==> src/rtl/mem_ctrl_pkg.sv <==
// rtl/mem_ctrl_pkg.sv - shared types and constants for the memory controller
package mem_ctrl_pkg;

  // Depth of the posted write buffer; pointers are a single bit.
  localparam int WB_DEPTH = 2;

  // Width of the access wait counter; supports WAIT_STATES 0..7.
  localparam int WAIT_W = 3;

  typedef enum logic [1:0] {
    IDLE      = 2'd0,
    WR_ACCESS = 2'd1,
    RD_ACCESS = 2'd2,
    RD_RESP   = 2'd3
  } mem_ctrl_state_t;

  // Reload value of the wait counter for a given number of extra cycles.
  function automatic logic [WAIT_W-1:0] wait_load(input int wait_states);
    return WAIT_W'(wait_states);
  endfunction

endpackage

==> src/rtl/mem_wbuf.sv <==
// rtl/mem_wbuf.sv - two-entry posted write buffer holding {addr, data}
module mem_wbuf
  import mem_ctrl_pkg::*;
#(
  parameter int ADDR_W = 8,
  parameter int DATA_W = 8
) (
  input  logic              clk,
  input  logic              rst,
  input  logic              push,
  input  logic [ADDR_W-1:0] push_addr,
  input  logic [DATA_W-1:0] push_data,
  input  logic              pop,
  output logic              full,
  output logic              empty,
  output logic [ADDR_W-1:0] head_addr,
  output logic [DATA_W-1:0] head_data,
  output logic [1:0]        count
);

  logic [ADDR_W-1:0] addr_q [WB_DEPTH];
  logic [ADDR_W-1:0] addr_d [WB_DEPTH];
  logic [DATA_W-1:0] data_q [WB_DEPTH];
  logic [DATA_W-1:0] data_d [WB_DEPTH];
  logic              wr_ptr_q, wr_ptr_d;
  logic              rd_ptr_q, rd_ptr_d;
  logic [1:0]        count_q, count_d;
  logic              push_ok;
  logic              pop_ok;

  // Full is taken from the count before any pop this cycle, so a push that
  // coincides with a pop on a full buffer is refused.
  assign full      = (count_q == 2'(WB_DEPTH));
  assign empty     = (count_q == 2'd0);
  assign head_addr = addr_q[rd_ptr_q];
  assign head_data = data_q[rd_ptr_q];
  assign count     = count_q;
  assign push_ok   = push && !full;
  assign pop_ok    = pop && !empty;

  // Next-state for storage, pointers (wrap 1->0 by inversion) and count.
  always_comb begin
    addr_d   = addr_q;
    data_d   = data_q;
    wr_ptr_d = wr_ptr_q;
    rd_ptr_d = rd_ptr_q;
    count_d  = count_q + {1'b0, push_ok} - {1'b0, pop_ok};
    if (push_ok) begin
      addr_d[wr_ptr_q] = push_addr;
      data_d[wr_ptr_q] = push_data;
      wr_ptr_d         = ~wr_ptr_q;
    end
    if (pop_ok) begin
      rd_ptr_d = ~rd_ptr_q;
    end
  end

  // Buffer state registers; reset discards every posted write.
  always_ff @(posedge clk or posedge rst) begin
    if (rst) begin
      for (int i = 0; i < WB_DEPTH; i++) begin
        addr_q[i] <= '0;
        data_q[i] <= '0;
      end
      wr_ptr_q <= 1'b0;
      rd_ptr_q <= 1'b0;
      count_q  <= 2'd0;
    end else begin
      addr_q   <= addr_d;
      data_q   <= data_d;
      wr_ptr_q <= wr_ptr_d;
      rd_ptr_q <= rd_ptr_d;
      count_q  <= count_d;
    end
  end

endmodule

==> src/rtl/mem_ctrl.sv <==
// rtl/mem_ctrl.sv - SRAM controller with posted writes and wait-stated accesses
`ifndef MEMORY_SIZE_ENC
`define MEMORY_SIZE_ENC 7
`endif
`ifndef MEMORY_WIDTH
`define MEMORY_WIDTH 8
`endif

module mem_ctrl
  import mem_ctrl_pkg::*;
#(
  parameter int ADDR_W      = `MEMORY_SIZE_ENC + 1,
  parameter int DATA_W      = `MEMORY_WIDTH,
  parameter int WAIT_STATES = 2
) (
  input  logic              clk,
  input  logic              rst,
  input  logic [ADDR_W-1:0] mem_addr,
  input  logic [DATA_W-1:0] mem_wdata,
  input  logic              mrd,
  input  logic              mwr,
  output logic              mem_ready,
  output logic [DATA_W-1:0] mem_rdata,
  output logic              mem_rvalid,
  output logic              mem_err,
  output logic [ADDR_W-1:0] ram_addr,
  output logic [DATA_W-1:0] ram_wdata,
  input  logic [DATA_W-1:0] ram_rdata,
  output logic              ram_ce,
  output logic              ram_we,
  output logic              ram_oe
);

  localparam logic [WAIT_W-1:0] WAIT_LD = wait_load(WAIT_STATES);

  mem_ctrl_state_t   state_q, state_d;
  logic [WAIT_W-1:0] wait_q, wait_d;
  logic [ADDR_W-1:0] rd_addr_q, rd_addr_d;
  logic [DATA_W-1:0] rdata_q, rdata_d;
  logic              err_q, err_d;

  logic              wb_push;
  logic              wb_pop;
  logic              wb_full;
  logic              wb_empty;
  logic [ADDR_W-1:0] wb_head_addr;
  logic [DATA_W-1:0] wb_head_data;
  logic [1:0]        wb_count;

  logic              wr_ok;
  logic              rd_ok;
  logic              rd_accept;
  logic              access_done;

  mem_wbuf #(
    .ADDR_W (ADDR_W),
    .DATA_W (DATA_W)
  ) u_wbuf (
    .clk       (clk),
    .rst       (rst),
    .push      (wb_push),
    .push_addr (mem_addr),
    .push_data (mem_wdata),
    .pop       (wb_pop),
    .full      (wb_full),
    .empty     (wb_empty),
    .head_addr (wb_head_addr),
    .head_data (wb_head_data),
    .count     (wb_count)
  );

  // Request acceptance: writes post whenever there is room outside a read,
  // reads only start from an idle controller with nothing left to drain.
  // A write wins over a simultaneous read.
  always_comb begin
    wr_ok       = !wb_full && (state_q != RD_ACCESS) && (state_q != RD_RESP);
    rd_ok       = (state_q == IDLE) && wb_empty;
    wb_push     = mwr && wr_ok;
    rd_accept   = mrd && !mwr && rd_ok;
    mem_ready   = mwr ? wr_ok : (mrd && rd_ok);
    access_done = (wait_q == '0);
  end

  // Access sequencing: drain posted writes first, then serve a read.
  always_comb begin
    state_d   = state_q;
    wait_d    = wait_q;
    rd_addr_d = rd_addr_q;
    rdata_d   = rdata_q;
    wb_pop    = 1'b0;
    err_d     = err_q | (mrd & mwr);
    case (state_q)
      IDLE: begin
        if (!wb_empty) begin
          state_d = WR_ACCESS;
          wait_d  = WAIT_LD;
        end else if (rd_accept) begin
          state_d   = RD_ACCESS;
          wait_d    = WAIT_LD;
          rd_addr_d = mem_addr;
        end
      end
      WR_ACCESS: begin
        if (access_done) begin
          wb_pop = 1'b1;
          // Something remains after the pop: chain straight into it.
          if ((wb_count == 2'd2) || wb_push) begin
            wait_d = WAIT_LD;
          end else begin
            state_d = IDLE;
          end
        end else begin
          wait_d = wait_q - WAIT_W'(1);
        end
      end
      RD_ACCESS: begin
        if (access_done) begin
          rdata_d = ram_rdata;
          state_d = RD_RESP;
        end else begin
          wait_d = wait_q - WAIT_W'(1);
        end
      end
      RD_RESP: begin
        state_d = IDLE;
      end
      default: begin
        state_d = IDLE;
      end
    endcase
  end

  // Controller registers; reset abandons any in-flight access.
  always_ff @(posedge clk or posedge rst) begin
    if (rst) begin
      state_q   <= IDLE;
      wait_q    <= '0;
      rd_addr_q <= '0;
      rdata_q   <= '0;
      err_q     <= 1'b0;
    end else begin
      state_q   <= state_d;
      wait_q    <= wait_d;
      rd_addr_q <= rd_addr_d;
      rdata_q   <= rdata_d;
      err_q     <= err_d;
    end
  end

  // SRAM strobes decode from the registered state only, so we and oe are
  // mutually exclusive and drop the moment reset clears the state.
  always_comb begin
    ram_ce    = 1'b0;
    ram_we    = 1'b0;
    ram_oe    = 1'b0;
    ram_addr  = '0;
    ram_wdata = '0;
    case (state_q)
      WR_ACCESS: begin
        ram_ce    = 1'b1;
        ram_we    = 1'b1;
        ram_addr  = wb_head_addr;
        ram_wdata = wb_head_data;
      end
      RD_ACCESS: begin
        ram_ce   = 1'b1;
        ram_oe   = 1'b1;
        ram_addr = rd_addr_q;
      end
      default: begin
        ram_ce = 1'b0;
      end
    endcase
  end

  assign mem_rvalid = (state_q == RD_RESP);
  assign mem_rdata  = rdata_q;
  assign mem_err    = err_q;

endmodule

==> config.mk <==
export PLATFORM = sky130hd
export DESIGN_NAME = mem_ctrl
export DESIGN_NICKNAME = d
export VERILOG_FILES = /design/src/rtl/mem_ctrl_pkg.sv /design/src/rtl/mem_wbuf.sv /design/src/rtl/mem_ctrl.sv
export SDC_FILE = /design/constraint.sdc
export NUM_CORES = 1
export LEC_CHECK = 0
export CAP_MARGIN = 20
export CELL_PAD_IN_SITES_DETAIL_PLACEMENT = 1
export CELL_PAD_IN_SITES_GLOBAL_PLACEMENT = 2
export CORE_MARGIN = 10
export CORE_UTILIZATION = 32
export DETAILED_ROUTE_END_ITERATION = 10
export PLACE_DENSITY = 0.76
export SKIP_CTS_REPAIR_TIMING = 1
export SYNTH_ARGS = -nofsm -noshare
export SYNTH_HDL_FRONTEND = slang
export SYNTH_HIERARCHICAL = 1
export SYNTH_SLANG_ARGS = --single-unit
export TNS_END_PERCENT = 10
==> constraint.sdc <==
create_clock -name clk -period 2.28 [get_ports clk]
set_input_delay 0.57 -clock clk [delete_from_list [all_inputs] [get_ports clk]]
set_output_delay 0.57 -clock clk [all_outputs]
set_load 0.01 [all_outputs]
==> results of run 1 <==
layout by cell type, fill, tap and decap left out, drive strengths merged:
cell type,count
a21o,1
buf,33
o211a,1
nor2b,11
xnor2,3
and3,1
clkinv,2
a22oi,8
clkbuf,18
clkinvlp,3
nor4b,1
nor3b,1
nand3b,1
ha,10
o21ai,4
bufinv,1
xor2,1
a21oi,3
o22a,2
nand2b,2
and2,9
mux2,66
clkdlybuf4s50,38
a21boi,1
dfrtp,58
a211oi,1
o211ai,1
inv,12
nand3,1
mux2i,3
nor2,3
dlymetal6s2s,10
nand2,4
layer usage:
layer | part of all wire | GRT usage | vias up
li1 | - | - | 941
met1 | 0.43 | 0.131 | 1016
met2 | 0.50 | 0.192 | 45
met3 | 0.058 | 0.0372 | 10
met4 | 0.016 | 0.0511 | 0
met5 | 0 | 0 | -
layout make-up:
| cell class | instances | area share |
|---|---|---|
| Timing Repair Buffer | 89 | 0.202 |
| Clock inverter | 6 | 0.0160 |
| Tap cell | 111 | 0.0334 |
| Sequential cell | 58 | 0.349 |
| Inverter | 12 | 0.0108 |
| Multi-Input combinational cell | 139 | 0.355 |
| Clock buffer | 10 | 0.0331 |
kinds of logic (layout without fill, tap and decap cells):
logic type / count (synthesis) / in the layout / synth area share
flops: 58 / 58 / 0.484
fa+ha+maj: 10 / 10 / 0.0417
buf+inv: 22 / 117 / 0.0413
simple gates: 34 / 34 / 0.0797
xor+xnor: 4 / 4 / 0.0117
compound gates: 22 / 22 / 0.0588
mux: 69 / 69 / 0.283
state kept, by name (all words and copies together), names as in the netlist:
| signal | count |
|---|---|
| mem_err | 1 |
| mem_rdata | 8 |
| rd_addr_q | 8 |
| state_q | 2 |
| u_wbuf/addr_q | 16 |
| u_wbuf/count | 2 |
| u_wbuf/data_q | 16 |
| u_wbuf/rd_ptr_q | 1 |
| u_wbuf/wr_ptr_q | 1 |
| wait_q | 3 |
worst max-delay path, delay by kind of cell, from the launching register on:
family | cells | cell delay (ps)
buf+inv | 2 | 630
flops | 1 | 420
simple gates | 1 | 150
mux | 1 | 330
where the power goes:
part	total (W)	switching, W	internal [W]
registers	0.00183	0.000286	0.00155
clock network	0.000983	0.000449	0.000533
logic	0.00321	0.00131	0.00191
worst max-delay path by stage:
stage | startpoint | to | slack [ps] | cells past startpoint
after floorplan | state_q[0] | u_wbuf/addr_q[11] | 60 | 7
after global routing | u_wbuf/rd_ptr_q | ram_wdata[3] | -250 | 4
after detailed placement | mwr | mem_ready | -330 | 5
after CTS | state_q[0] | ram_addr[5] | -440 | 6
after global placement | mwr | mem_ready | -310 | 5
final | u_wbuf/rd_ptr_q | ram_wdata[3] | -180 | 4
stage by stage:
stage / std cells / hold slack [ps]
5_1_grt: 425 / 505
2_1_floorplan: 219 / 458
4_1_cts: 423 / 473
3_3_place_gp: 407 / 448
3_5_place_dp: 407 / 451
6_report: 425 / 466
==> results, run 1 <==
- The antenna violation net count after detailed routing is 0.
- In the synthesized netlist the dominant register cell turns out to be dfrtp_1.
- The count of final hold-check violations is 0.
- The global-route wire length before repair is 12.0 mm.
- The floorplan step set the die height to 117 um.
- The number of rows in the core area is 35.
- Counting flops with a built-in enable in the synthesized netlist gives 0.
- After detailed routing, the total wire length is 7.46 mm.
- The start-to-end type of the worst setup path is register to output pin.
- The tree is rooted in a clkbuf_8.
- The number of DRC markers in iteration 0 is 27.
- In the synthesized netlist, the cells that appear most often are dfrtp_1, mux2_2, mux2_4.
- The die covers 13600 um^2.
- Across all register-to-register paths, the minimum setup slack is 10 ps.
- The share of flip-flops with an asynchronous set or reset after synthesis is 1.00.
- The number of distinct library cells after synthesis is 38.
- The via count of the first global-routing pass was 2312.
- The total overflow reported by the global router is 0.
- For this configuration, the core starts out at a cell density of 0.326.
- The worst hold path terminates at mem_err.
- Across the run, the number of max-cap violations was 0.
- From synthesis to final layout, the design area changed by 38.5%.
- The flip-flop and latch count after synthesis is 58.
- The shortest clock period the worst path allows after layout is 2460 ps.
- Setup repair after global routing could not meet its margin everywhere.
- The arrival time at the worst endpoint is 1890 ps.
- The total count of max-transition violations in the final report is 0.
- The level count of the clock H-tree is 3.
- The routability-driven placement congestion ratio is 0.716.
- The synthesized area per cell is 13.7 um^2.
- TritonCTS built the clock tree.
- The checks that failed: negative setup slack.
- The post-detailed-route via-to-cell ratio is 4.73.
- After synthesis the cells add up to 3000 um^2.
- Of the synthesized area, sequential elements account for 0.484.
- At the placement stage, the worst setup path has a slack of -330 ps.
- IR analysis of the VDD net gives a maximum drop of 0.472 mV.
- In this run, CTS created clock tree buffers numbering 9.
- The library cell with the largest summed area after synthesis is dfrtp_1.
- In the final layout, the multi-input gates occupy 1470 um^2.
- For the pin with the worst max-slew slack, the measured transition is 328 ps.
- The largest buffer count on any clock path is 2.
- The worst hold path belongs to the class register to register.
- The largest stage delay on the critical path is 470 ps.
- In the final timing run, aggregate negative setup slack is -181 ps.
- Across every metal layer, demand over resource in global routing totals 0.115.
- The number of antenna violations at the first check in global routing is 0.
- After detailed routing, the average wire length per cell comes to 17.5 um.
- In this run the horizontal extent of the chip is 117 um.
- The cell with the largest stage delay on the worst path is clkdlybuf4s50_1.
- Of the post-synthesis cell area, the dominant cell type holds 0.484.
- Between clock sinks in the finished design, the worst skew comes to 6.85 ps.
- The final net count is 347.
- The share of layout cells above drive strength 1 is 0.449.
- The number of sinks handled by clock tree synthesis is 58.
- The placed cell area is 3880 um^2.
- STA classifies the critical path startpoint as a register.
- The normalized max-slew margin is 0.781.
- The worst setup path is captured at an output pin.
- The depth of the worst register-to-register path is 11.
- During synthesis, Yosys emitted a total of 6 warnings.
- 58 I/O pins were placed.
- The sequential cells in the finished layout cover a total of 1450 um^2.
- Clock-pin slew was measured on the worst setup and hold paths at 70 ps.
- The total of buffers placed on input and output ports is 57.
- Across all setup checks in the final design, the least slack found is -177 ps.
- The total power is 0.00603 W.
- Among all cell types in the netlist, the one instantiated most often is dfrtp_1.
- The fill cell total of the finished layout is 964.
- Static timing analysis puts the maximum clock frequency at 407 MHz.
- The region available for standard cell placement spans 9200 um^2.
- After legalization and detailed placement, the total HPWL measured 5.61 mm.
- The fraction of the cycle the final worst path needs is 1.08.
- For this run, the share of the core covered by cells in the final layout is 0.452.
- The critical register-to-register path startpoint is state_q[0].
- Counting instances, the worst hold path has a depth of 1.
- The net count after synthesis is 257.
- The hold path startpoint is mem_err.
- Power spread over the standard cell area amounts to 1450 nW/um^2.
- By area the synthesized netlist is led by dfrtp_1, mux2_2, mux2_4, ha_1, nor2b_1.
- The number of inserted diodes is 0.
- The maximum fanout encountered on the critical timing path is 7.
- The flow ran to the end, but the final reports show violations.
- The number of remaining DRC errors is 0.
- The signal on the critical path passes through buf_6 -> mux2_2 -> and2_1 -> clkdlybuf4s50_1.
- The data required time of the worst path is 1710 ps.
- The final route contains 2012 vias.
- The cell count after synthesis is 219.
- The total leakage power is 1.98 nW.
- In this run the critical register-to-register path is captured at u_wbuf/count[1].
- Entering global routing, the biggest net connects 23 pins.
- The clock latency on the worst-skew pair is 340 ps.
- After routing the design area is 4150 um^2.
- Setup violations remaining at the end of the flow were counted as 2.
- The first detailed-routing pass ran for 4 iterations.
Power figures use the tool's default switching activity.
==> run 2: changes to the inputs <==
--- a/config.mk
+++ b/config.mk
@@ -5,13 +5,12 @@
 export SDC_FILE = /design/constraint.sdc
 export NUM_CORES = 1
 export LEC_CHECK = 0
-export CAP_MARGIN = 20
 export CELL_PAD_IN_SITES_DETAIL_PLACEMENT = 1
 export CELL_PAD_IN_SITES_GLOBAL_PLACEMENT = 2
 export CORE_MARGIN = 10
-export CORE_UTILIZATION = 32
+export CORE_UTILIZATION = 34
 export DETAILED_ROUTE_END_ITERATION = 10
-export PLACE_DENSITY = 0.76
+export PLACE_DENSITY = 0.77
 export SKIP_CTS_REPAIR_TIMING = 1
 export SYNTH_ARGS = -nofsm -noshare
 export SYNTH_HDL_FRONTEND = slang
==> constraint.sdc (replaced) <==
create_clock -name clk -period 2.4 [get_ports clk]
set_input_delay 0.6 -clock clk [delete_from_list [all_inputs] [get_ports clk]]
set_output_delay 0.6 -clock clk [all_outputs]
set_load 0.01 [all_outputs]
==> run 2 against run 1 <==
Effect of this change:
- the run now ends clean
- critical endpoint is now ram_addr[0]
- global-route usage decreased by 0.14 points
- sequential share of layout area down 0.31 points
- first-iteration DRC count up 93%
- highest routed layer unchanged
==> results, run 2 (synthesis results as in run 1) <==
- The number of remaining DRC errors is 0 (unchanged).
- The post-CTS clock slew at the launch and capture registers of the worst setup and hold paths is 70 ps (about the same).
- The total power density per cell area is 1410 nW/um^2 (was 1450 nW/um^2).
- The clock group share of total power is 0.205 (was 0.163).
- The total of buffers placed on input and output ports is 57 (unchanged).
- The cell with the largest stage delay on the worst path is dfrtp_1 (was clkdlybuf4s50_1).
- The via count of the first global-routing pass is 2287 (was 2312).
- The start-to-end type of the worst setup path is register to output pin (unchanged).
- The number of rows in the core area is 34 (was 35).
- The normalized max-slew margin is 0.638 (was 0.781).
- The data required time of the worst path is 1800 ps (was 1710 ps).
- The category of the worst setup path launch point was a register (unchanged).
- The total count of max-transition violations in the final report was 0 (unchanged).
- The share of layout cells above drive strength 1 was 0.395 (was 0.449).
- The number of antenna violations at the first check in global routing is 0 (unchanged).
- The fraction of the cycle the final worst path needs is 0.938.
- The TritonCTS clock tree is done (unchanged).
- The type of element capturing the critical path was an output pin (unchanged).
- The number of inserted diodes is 0 (unchanged).
- The depth of the worst register-to-register path is 10 (was 11).
- The cell type group with the largest total delay on the critical path is buffers and inverters (unchanged).
- The number of sinks handled by clock tree synthesis is 58 (unchanged).
- The fill cell total of the finished layout is 891 (was 964).
- The level count of the clock H-tree was 3 (unchanged).
- The instance count on the critical path is 6 (was 4).
- The sum of buffers and inverters on the critical path is 3 (was 2).
- The die outline width came to 114 um (was 117 um).
- The detailed-router iteration count before antenna repair is 4 (unchanged).
- The HPWL after detailed placement is 5.22 mm (was 5.61 mm).
- The count of final hold-check violations was 0 (unchanged).
- The maximum fanout encountered on the critical timing path is 7 (unchanged).
- The die boundary height is 114 um (was 117 um).
- The switching share of power is 0.311 (was 0.338).
- The final routed wire length divided by cell count is 17.4 um (was 17.5 um).
- The net switching power of the design is 0.00183 W (was 0.00204 W).
- The transition time at the pin with the least slew margin is 542 ps (was 328 ps).
- The number of cells on the worst hold path came to 1 (unchanged).
- The total wire length after detailed routing is 7.17 mm (was 7.46 mm).
- The highest achievable clock rate is 444 MHz.
- The routability-driven placement congestion ratio is 0.733 (was 0.716).
- Result of the run: finished, final reports clean (was finished with violations).
- Top flop regs: u_wbuf/addr_q x16, u_wbuf/data_q x16 (unchanged).
- The total global-route track usage is 0.113 (was 0.115).
- Subtracting the final worst setup slack from the clock period gives 2250 ps.
- The post-detailed-route via-to-cell ratio is 4.75 (was 4.73).
- The number of DRC markers in iteration 0 came to 52 (was 27).
- Setup repair after global routing missed its margin: false (was true).
- The clock latency on the worst-skew pair is 330 ps (was 340 ps).
- The CTS buffer count came to 9 (unchanged).
- The share of power burned in combinational logic is 0.498 (was 0.533).
- The total overflow reported by the global router was 0 (unchanged).
- The largest buffer count on any clock path is 2 (unchanged).
- The count of placed standard cells including taps is 396 (was 407).
- The final net count came to 337 (was 347).
- Series of cell instances along the critical path: buf_4 -> ha_2 -> buf_4 -> a22oi_1 -> nor2b_1 -> dlymetal6s2s_1 (was buf_6 -> mux2_2 -> and2_1 -> clkdlybuf4s50_1).
- The clock skew after layout came to 5.45 ps (was 6.85 ps).
- The path class of the lowest-slack min-delay path is register to register (unchanged).
- The setup violation total in the final timing report is 0 (was 2).
- The total power is 0.00590 W (was 0.00603 W).
- The non-filler instance count after layout is 412 (was 425).
- The total core area was 8640 um^2 (was 9200 um^2).
- The count of pins on the block boundary is 58 (unchanged).
- The total leakage power is 2.11 nW (was 1.98 nW).
- The via count of the routed design is 1955 (was 2012).
- The commonest non-fill, non-tap cell in the layout was dfrtp_1 (unchanged).
- The initial cell density of the core is 0.347 (was 0.326).
- The area growth from synthesis to layout is 39.9% (was 38.5%).
- The total internal power came to 0.00407 W (was 0.00399 W).
- The antenna violation net count after detailed routing was 0 (unchanged).
- The arrival time at the worst endpoint is 1650 ps (was 1890 ps).
- The cell chosen for the clock root is clkbuf_8 (unchanged).
- Most frequent cells in the layout: dfrtp_1, mux2_2, clkdlybuf4s50_1, dlymetal6s2s_1, mux2_4 (was dfrtp_1, mux2_2, clkdlybuf4s50_1, buf_4, mux2_4).
- The number of maximum-capacitance constraint violations is 0 (unchanged).
- The sequential power share was 0.297 (was 0.304).
- The global-route wire length before repair is 11.8 mm (was 12.0 mm).
- The cell occurring most often along the worst timing path is buf_4.
- The largest voltage drop on the vdd net is 0.595 mV (was 0.472 mV).
- The largest net degree at the start of global routing is 37 (was 23).
- The die area came to 13000 um^2 (was 13600 um^2).
- The largest stage delay on the critical path is 390 ps (was 470 ps).
[run 2: changes by cell type in the layout (fill, tap and decap cells not counted), moves of 2 or more]
cell	before	now
a22oi_1	6	8
a22oi_2	2	0
buf_12	2	4
buf_4	25	17
buf_6	6	1
bufinv_16	1	4
clkbuf_2	8	0
clkinvlp_4	3	0
dlymetal6s2s_1	10	20
[run 2: power groups by stage]
stage | Clock [W] | Combinational [W] | Sequential (W)
6_report | 0.00121 | 0.00294 | 0.00175
5_1_grt | 0.00130 | 0.00320 | 0.00182
4_1_cts | 0.00125 | 0.00300 | 0.00175
3_5_place_dp | 0 | 0.00297 | 0.00175
3_3_place_gp | 0 | 0.00293 | 0.00173
2_1_floorplan | 0 | 0.00189 | 0.00172
[run 2: area by class of cell]
cell class	instances	area (um^2)	area share
clock buffer	11	141	0.0337
clock inverter	5	125	0.0298
inverter	12	45.0	0.0107
multi-input combinational	139	1460	0.347
sequential	58	1450	0.346
tap	108	135	0.0322
timing repair buffer	79	840	0.200
[run 2: path summary, 6_finish.rpt]
| check | to | from | slack [ps] |
|---|---|---|---|
| setup / recovery | ram_addr[0] | state_q[0] | 150 |
| hold / removal | mem_err | mem_err | 470 |
| setup reg to reg | u_wbuf/count[1] | state_q[1] | 230 |
| hold reg to reg | mem_err | mem_err | 470 |
| max in group asynchronous | state_q[1] | rst | 1280 |
| min in group asynchronous | mem_err | rst | 640 |
[run 2: through the flow]
step	hold WS, ps	area (um^2)	util	TNS (ps)	setup WS [ps]
after floorplan	458	3000	-	0	179
after global placement	459	3840	0.445	-191	-181
after detailed placement	454	3840	0.445	-308	-229
after CTS	469	4110	0.476	-4690	-381
after global routing	481	4200	0.486	0	41.3
final	465	4200	0.486	0	149
[run 2: routing by layer]
layer  vias to the layer above  part of all wire  wire, um  global-route usage
met5                         -                 0         0                   0
met4                         0            0.0064        46              0.0326
met3                         5             0.066       475              0.0467
met2                        53              0.49      3500               0.183
met1                       981              0.44      3150               0.135
li1                        916                 -         -                   -
